`config.mk`:
```
export PLATFORM = sky130hd
export DESIGN_NAME = product_nibble_driver
export DESIGN_NICKNAME = d
export VERILOG_FILES = /design/src/rtl/product_nibble_driver.sv
export SDC_FILE = /design/constraint.sdc
export NUM_CORES = 1
export LEC_CHECK = 0
export BUFFER_PORTS_ARGS = -buffer_cell sky130_fd_sc_hd__buf_4
export CORE_MARGIN = 2
export CORE_UTILIZATION = 35
export CTS_CLUSTER_DIAMETER = 60
export DETAILED_ROUTE_END_ITERATION = 8
export PLACE_DENSITY = 0.62
export SLEW_MARGIN = 15
export SYNTH_ARGS = -nofsm -noshare
export SYNTH_HDL_FRONTEND = slang
export SYNTH_SLANG_ARGS = --single-unit
export TNS_END_PERCENT = 5
```
`constraint.sdc`:
```
create_clock -name clk -period 4.9 [get_ports clk]
set_clock_uncertainty 0.2 [all_clocks]
set_input_delay 0.245 -clock clk [delete_from_list [all_inputs] [get_ports clk]]
set_output_delay 0.245 -clock clk [all_outputs]
set_load 0.01 [all_outputs]
```
`src/rtl/product_nibble_driver.sv`:
```
// -----------------------------------------------------------------------------
// product_nibble_driver
//
// Drives an external product unit with a two-nibble operand stream (A, then B),
// waits LATENCY cycles, captures the returned 8-bit product and checks it
// against a locally computed A*B. Each result is presented to a consumer
// through a valid/ready response port. Mismatches are counted in a saturating
// 8-bit error counter.
//
// Ports
//   clk           sole clock, rising edge
//   reset         asynchronous, active-high reset
//   req_valid     operand pair offered
//   req_ready     driver can accept an operand pair (IDLE only)
//   op_a, op_b    multiplicand / multiplier, sampled on acceptance
//   nibble        nibble stream to the product unit (0 when not sending)
//   result_in     product returned by the product unit
//   rsp_valid     response available
//   rsp_ready     response consumer ready
//   rsp_data      last captured result_in
//   rsp_mismatch  last captured value differed from A*B
//   err_count     saturating count of mismatched responses
//   busy          high whenever the FSM is not in IDLE
//
// Parameter
//   LATENCY       WAIT cycles after the B nibble before result_in is sampled
//                 (legal range 1..15)
// -----------------------------------------------------------------------------
module product_nibble_driver #(
  parameter int LATENCY = 2
) (
  input  logic       clk,
  input  logic       reset,
  input  logic       req_valid,
  output logic       req_ready,
  input  logic [3:0] op_a,
  input  logic [3:0] op_b,
  output logic [3:0] nibble,
  input  logic [7:0] result_in,
  output logic       rsp_valid,
  input  logic       rsp_ready,
  output logic [7:0] rsp_data,
  output logic       rsp_mismatch,
  output logic [7:0] err_count,
  output logic       busy
);

  typedef enum logic [2:0] {
    ST_IDLE   = 3'd0,
    ST_SEND_A = 3'd1,
    ST_SEND_B = 3'd2,
    ST_WAIT   = 3'd3,
    ST_RESP   = 3'd4
  } state_t;

  localparam logic [3:0] WAIT_LOAD = 4'(LATENCY - 1);

  // Full-width unsigned product: 15*15 = 225 fits in 8 bits, no truncation.
  function automatic logic [7:0] mul_nib(input logic [3:0] a, input logic [3:0] b);
    return {4'b0000, a} * {4'b0000, b};
  endfunction

  // Saturating increment: holds at 255 instead of wrapping.
  function automatic logic [7:0] sat_inc(input logic [7:0] v);
    return (v == 8'hFF) ? v : v + 8'd1;
  endfunction

  state_t     state;
  logic [3:0] a_q;
  logic [3:0] b_q;
  logic [3:0] cnt;
  logic       mismatch_now;

  // Compare against the latched operands, never the live op_a/op_b inputs.
  assign mismatch_now = (result_in != mul_nib(a_q, b_q));

  // All outputs are registered; each transition sets the output values that
  // belong to the state being entered, so nibble/req_ready/busy/rsp_valid
  // line up exactly with the state register.
  always_ff @(posedge clk or posedge reset) begin
    if (reset) begin
      state        <= ST_IDLE;
      a_q          <= 4'd0;
      b_q          <= 4'd0;
      cnt          <= 4'd0;
      nibble       <= 4'd0;
      req_ready    <= 1'b1;
      busy         <= 1'b0;
      rsp_valid    <= 1'b0;
      rsp_data     <= 8'd0;
      rsp_mismatch <= 1'b0;
      err_count    <= 8'd0;
    end else begin
      case (state)
        // ---- IDLE -> SEND_A: latch operands, present A next cycle
        ST_IDLE: begin
          if (req_valid) begin
            a_q       <= op_a;
            b_q       <= op_b;
            nibble    <= op_a;
            req_ready <= 1'b0;
            busy      <= 1'b1;
            state     <= ST_SEND_A;
          end
        end

        // ---- SEND_A -> SEND_B: A shown for exactly one cycle
        ST_SEND_A: begin
          nibble <= b_q;
          state  <= ST_SEND_B;
        end

        // ---- SEND_B -> WAIT: counter loaded so WAIT lasts LATENCY cycles
        ST_SEND_B: begin
          nibble <= 4'd0;
          cnt    <= WAIT_LOAD;
          state  <= ST_WAIT;
        end

        // ---- WAIT -> RESP: capture result_in on the edge where cnt == 0
        ST_WAIT: begin
          if (cnt == 4'd0) begin
            rsp_data     <= result_in;
            rsp_mismatch <= mismatch_now;
            if (mismatch_now) begin
              err_count <= sat_inc(err_count);
            end
            rsp_valid <= 1'b1;
            state     <= ST_RESP;
          end else begin
            cnt <= cnt - 4'd1;
          end
        end

        // ---- RESP -> IDLE: hold response until the consumer takes it
        ST_RESP: begin
          if (rsp_ready) begin
            rsp_valid <= 1'b0;
            req_ready <= 1'b1;
            busy      <= 1'b0;
            state     <= ST_IDLE;
          end
        end

        default: begin
          nibble    <= 4'd0;
          rsp_valid <= 1'b0;
          req_ready <= 1'b1;
          busy      <= 1'b0;
          state     <= ST_IDLE;
        end
      endcase
    end
  end

endmodule

```
== Yosys cells after proc, flatten, opt, wreduce, memory -nomap -nowiden ==
Cells that the tools add are included.

* Register bits after elaboration: 39
* Input port bits: 20
* Output and inout port bits: 24
* Logic and storage cells: 58

* $add $sub $neg: 2
* Multipliers: 1
* Eq/ne operators: 10
* Muxes and demuxes: 16
* Bitwise logic cells: 4
* Reductions and logical operators: 14

{| class="wikitable"
|+ Operators by type and width
! kind !! number
|-
| $pmux W3 S5 || 1
|-
| $pmux W4 S3 || 1
|-
| $mux W3 || 3
|-
| $pmux W1 S3 || 3
|-
| $reduce_and A3 Y1 || 3
|-
| $add A8 B1 Y8 const B || 1
|-
| $eq A8 B8 Y1 const B || 1
|-
| $mul A4 B4 Y8 || 1
|-
| $mux W4 || 2
|-
| $ne A2 B2 Y1 const B || 4
|-
| $ne A8 B8 Y1 || 1
|-
| $pmux W4 S2 || 1
|-
| $reduce_and A2 Y1 || 4
|-
| $eq A3 B2 Y1 const B || 2
|-
| $reduce_or A3 Y1 || 2
|-
| $mux W1 || 5
|-
| $logic_not A4 Y1 || 1
|-
| $not A1 Y1 || 4
|-
| $reduce_and A4 Y1 || 1
|-
| $sub A4 B1 Y4 const B || 1
|-
| $eq A3 B1 Y1 const B || 1
|-
| $eq A3 B3 Y1 const B || 1
|-
| $logic_not A3 Y1 || 1
|-
| $reduce_bool A2 Y1 || 1
|-
| $reduce_or A2 Y1 || 1
|}

== Longest topological paths before layout ==
* Depth in word-level cells: 4
* Mapped depth: 12

== Least setup slack after synthesis ==
No wires, ideal clock.

* Path kind: register -> register
* Start point: register b_q[3]
* End point: register err_count[1]
* Setup time: 0.125 ns
* Data arrival time: 3.225 ns
* Data required time: 4.575 ns
* Setup slack: 1.350 ns
* Cell stages (with the launch flop): 12
* Period minus slack after synthesis: 3.550 ns
* Cells stage by stage: dfrtp_1 nand2_1 fa_1 fa_1 inv_1 ha_1 a211o_1 a21o_1 a211oi_2 o2111ai_4 nand2_4 mux2_4

* Longest elaborated chain between the ends: 3

{| class="wikitable"
|+ RTL lines
! element !! line !! text
|-
| start: declaration || 70 || <nowiki>logic [3:0] b_q;</nowiki>
|-
| start signal: assignment || 99 || <nowiki>b_q <= op_b;</nowiki>
|-
| $mul A4 B4 Y8 || 60 || <nowiki>return {4'b0000, a} * {4'b0000, b};</nowiki>
|-
| $ne A8 B8 Y1 || 75 || <nowiki>assign mismatch_now = (result_in != mul_nib(a_q, b_q));</nowiki>
|-
| $reduce_and A4 Y1 (no line) || n/a ||
|-
| end signal: assignment || 126 || <nowiki>err_count <= sat_inc(err_count);</nowiki>
|-
| end: declaration || 44 || <nowiki>output logic [7:0] err_count,</nowiki>
|}

Every way passes these cells.
A chain may end at the register's enable or synchronous reset.

== Worst setup path after layout ==
* Start point: register b_q[2]
* End point: register err_count[1]

The elaborated chain is that of the path after synthesis.

==> summary.md <==
| Metric | Value |
|---|---|
| Cell area after placement | `0.00273 sq mm` |
| Die width | `85.5 um` |
| Pin slew with the least headroom to its limit | `0.545 ns` |
| CP max stage delay | `0.60 ns` |
| Sw Share | `0.406` |
| Total detailed-routing wirelength | `4920 um` |
| Startpoint kind of the worst setup timing path | `register` |
| Crit path arrival time | `3.73 ns` |
| Netlist area before placement | `0.00233 sq mm` |
| Total global routing overflow | `0` |
| GRT Util Overall | `0.145` |
| Flip-flop and latch count after synthesis | `39` |
| Synthesized netlist cell count | `228` |
| Internal Pwr Total | `0.00110 W` |
| Initial drt markers | `50` |
| Power density relative to cell area | `621 mW/mm^2` |
| Count of flip-flops with a built-in enable after synthesis | `0` |
| Reg area | `977 sq um` |
| Number of antenna violations at the first check in global routing | `0` |
| Setup crit end kind | `register` |
| Post-cts repair resize count | `0` |
| Proportion of synthesized chip area in sequential cells | `0.420` |
| Routability congestion estimate from global placement | `0.832` |
| Sequential Power Share | `0.330` |
| Combinational power share | `0.524` |
| Total inserted antenna cells | `0` |
| Static Leakage | `1.39 nW` |
| Clock network fraction of design power | `0.146` |
| Commonest cells after routing, fill and taps aside | `sky130_fd_sc_hd__buf_4, sky130_fd_sc_hd__dfrtp_1, sky130_fd_sc_hd__nand2_1, sky130_fd_sc_hd__mux2_2, sky130_fd_sc_hd__inv_1` |
| Commonest non-fill, non-tap cell in the layout | `sky130_fd_sc_hd__buf_4` |
| Maxcap violations | `0` |
| Library cell used as clock root buffer | `sky130_fd_sc_hd__clkbuf_8` |
| Result of the run | `finished clean` |
| Setup slack of the critical path after layout | `1.16 ns` |
| TritonRoute pass-1 iters | `4` |
| Switching power summed over all nets | `0.000753 W` |
| Syn nets | `267` |
| Clock slew seen by the registers of the worst setup and hold paths | `0.08 ns` |
| Total of buffers placed on input and output ports | `43` |
| Remaining number of nets flagged by the antenna check after routing | `0` |
| Yosys warns | `0` |
| Avg Synthesized Cell Area | `10.2 sq um` |
| Crit path top cell by count | `sky130_fd_sc_hd__fa_1` |
| Worst path bufs/invs | `1` |
| Number of buffers on the longest clock path | `2` |
| Largest net degree at the start of global routing | `40` |
| Post-CTS repair timing setup buffer count | `0` |
| Vias per cell | `4.90` |
| Rel. slew slack | `0.637` |
| Slowest-stage cell, CP | `sky130_fd_sc_hd__fa_1` |
| Share of final-layout standard cells stronger than drive strength 1 | `0.263` |
| Via count | `1793` |
| Maximum clock rate | `267 MHz` |
| Setup repair after global routing missed its margin | `false` |
| Global-route wire length before repair | `8600 um` |
| Cell type with the largest total area after synthesis | `sky130_fd_sc_hd__dfrtp_1` |
| Area share of the largest cell type after synthesis | `0.409` |
| Die boundary height | `85.5 um` |
| Nets | `327` |
| Layout overhead on the synthesized area | `28.4%` |
| Setup violators final | `0` |
| Core Area | `0.00639 sq mm` |
| Ys async rst share | `1.00` |
| Peak supply drop | `0.283 mV` |
| Fin crit share | `0.764` |
| Post-layout minimum cycle time | `3.74 ns` |
| Setup CP Type | `register to register` |
| CTS H-tree lvls | `2` |
| Vias in the first global route | `1888` |
| Area of the multi-input gates | `0.00126 sq mm` |
| Post-route DRC | `0` |
| Number of primary I/O pins | `44` |
| Row Count | `29` |
| Setup Slack @ Placement | `1.13 ns` |
| Cell Chain, Critical Path | `nand2_1, fa_1, fa_1, inv_1, ha_1, a211o_1, a21o_1, a211oi_2, o2111ai_4, nand2_4, mux2_4` |
| Cell types with the largest area share after synthesis | `sky130_fd_sc_hd__dfrtp_1, sky130_fd_sc_hd__mux2_2, sky130_fd_sc_hd__ha_1, sky130_fd_sc_hd__xnor2_1, sky130_fd_sc_hd__nand2_1` |
| Inserted Clock Buffers | `5` |
| Setup total negative slack | `0 ns` |
| Fin. Hold Viols | `0` |
| Overall Power | `0.00186 W` |
| Number of max-slew violations in the final report | `0` |
| Final core utilization | `0.468` |
| Maximum fanout along the worst path | `9` |
| Number of fill cells in the layout | `613` |
| Kind of cell adding the most delay to the critical path | `adder cells` |
| Class of the worst hold path | `primary input to register` |
| Post-DP HPWL | `3600 um` |
| Final cell area excluding filler cells | `0.00299 sq mm` |
| Clock latency at the later pin of the worst-skew pair | `0.29 ns` |
| Critical path data required time | `4.89 ns` |
| Area enclosed by the die boundary | `0.00732 sq mm` |
| Count of different cell masters after synthesis | `38` |
| Number of clock sinks | `39` |
| Main synth FF type | `sky130_fd_sc_hd__dfrtp_1` |
| Clock tree from TritonCTS | `built` |
| Wirelength per Cell | `13.5 um` |
| Effective utilization at floorplan | `0.364` |
-- power groups by stage --
| stage | logic (W) | clock network [W] | registers (W) |
|---|---|---|---|
| after floorplan | 0.000705 | 0 | 0.000596 |
| after global routing | 0.00112 | 0.000293 | 0.000639 |
| final | 0.000973 | 0.000272 | 0.000612 |
| after CTS | 0.000984 | 0.000280 | 0.000612 |
| after detailed placement | 0.000966 | 0 | 0.000617 |
| after global placement | 0.000958 | 0 | 0.000612 |
-- path summary, 6_finish.rpt --
| check | startpoint | cells after the start | slack [ns] | end |
|---|---|---|---|---|
| worst max-delay path | b_q[2] | 11 | 1.16 | err_count[1] |
| max in group asynchronous | reset | 4 | 3.72 | req_ready |
| worst max register to register | b_q[2] | 11 | 1.16 | err_count[1] |
| min in group asynchronous | reset | 4 | 0.43 | cnt[1] |
| worst min register to register | req_ready | 2 | 0.29 | req_ready |
| worst min-delay path | op_a[2] | 2 | 0.003 | a_q[2] |
-- cell type report --
class,count,share of cell area
Clock buffer,6,0.0243
Clock inverter,2,0.0126
Inverter,16,0.0201
Multi-Input combinational cell,167,0.423
Sequential cell,39,0.327
Tap cell,77,0.0322
Timing Repair Buffer,59,0.161
-- synth_stat cells, types with 3 or more instances --
library cell,n
sky130_fd_sc_hd__inv_1,16
sky130_fd_sc_hd__and2_1,9
sky130_fd_sc_hd__nand2_1,26
sky130_fd_sc_hd__dfrtp_1,38
sky130_fd_sc_hd__nand3_1,11
sky130_fd_sc_hd__o21ai_0,13
sky130_fd_sc_hd__a22o_1,4
sky130_fd_sc_hd__a21oi_1,11
sky130_fd_sc_hd__and3_1,3
sky130_fd_sc_hd__nor2b_1,3
sky130_fd_sc_hd__fa_1,4
sky130_fd_sc_hd__mux2_2,17
sky130_fd_sc_hd__xor2_1,4
sky130_fd_sc_hd__nor2_1,12
sky130_fd_sc_hd__ha_1,15
sky130_fd_sc_hd__nor3_1,3
sky130_fd_sc_hd__clkbuf_1,3
sky130_fd_sc_hd__xnor2_1,13
-- worst reg2reg max path: cells and delay by family, from the launching register on --
kind	cells	cell delay [ns]
AOI/OAI and AO/OA	4	0.99
buffers and inverters	1	0.05
muxes	1	0.30
DFF	1	0.45
and+or+nand+nor	2	0.26
adders and majority gates	3	1.37
-- layer usage --
| layer | vias up | part of all wire | track usage |
|---|---|---|---|
| met5 | - | 0 | 0 |
| met2 | 32 | 0.46 | 0.232 |
| met1 | 863 | 0.49 | 0.196 |
| met3 | 5 | 0.041 | 0.0414 |
| met4 | 0 | 0.0087 | 0.0361 |
| li1 | 893 | - | - |
-- kinds of logic (layout without fill, tap and decap cells) --
family / after synthesis / in the layout / share of synthesized area
buffers and inverters: 22 / 83 / 0.0366
adder cells (fa/ha/maj): 19 / 19 / 0.115
flip-flops: 39 / 39 / 0.420
AO/OA/AOI/OAI: 37 / 37 / 0.111
multiplexers: 18 / 18 / 0.0887
XOR/XNOR: 17 / 17 / 0.0640
AND/OR/NAND/NOR: 76 / 76 / 0.165
-- stage by stage --
stage	hold WS [ns]	instances
after floorplan	0.196	228
after global placement	0.203	343
after detailed placement	0.212	343
after CTS	0.000543	364
after global routing	0.00655	366
final	0.00306	366
-- state kept, by name (all words and copies together), names as in the netlist --
signal        flops
err_count         8
nibble            4
state             3
rsp_data          8
req_ready         1
b_q               4
busy              1
a_q               4
rsp_mismatch      1
cnt               4
rsp_valid         1
-- what timing repair did --
item | in CTS | in global routing
hold buffers | 13 | 2
setup endpoints to repair | 0 | 0
hold endpoints to repair | 50 | 2
(Power assumes the default switching activity.)
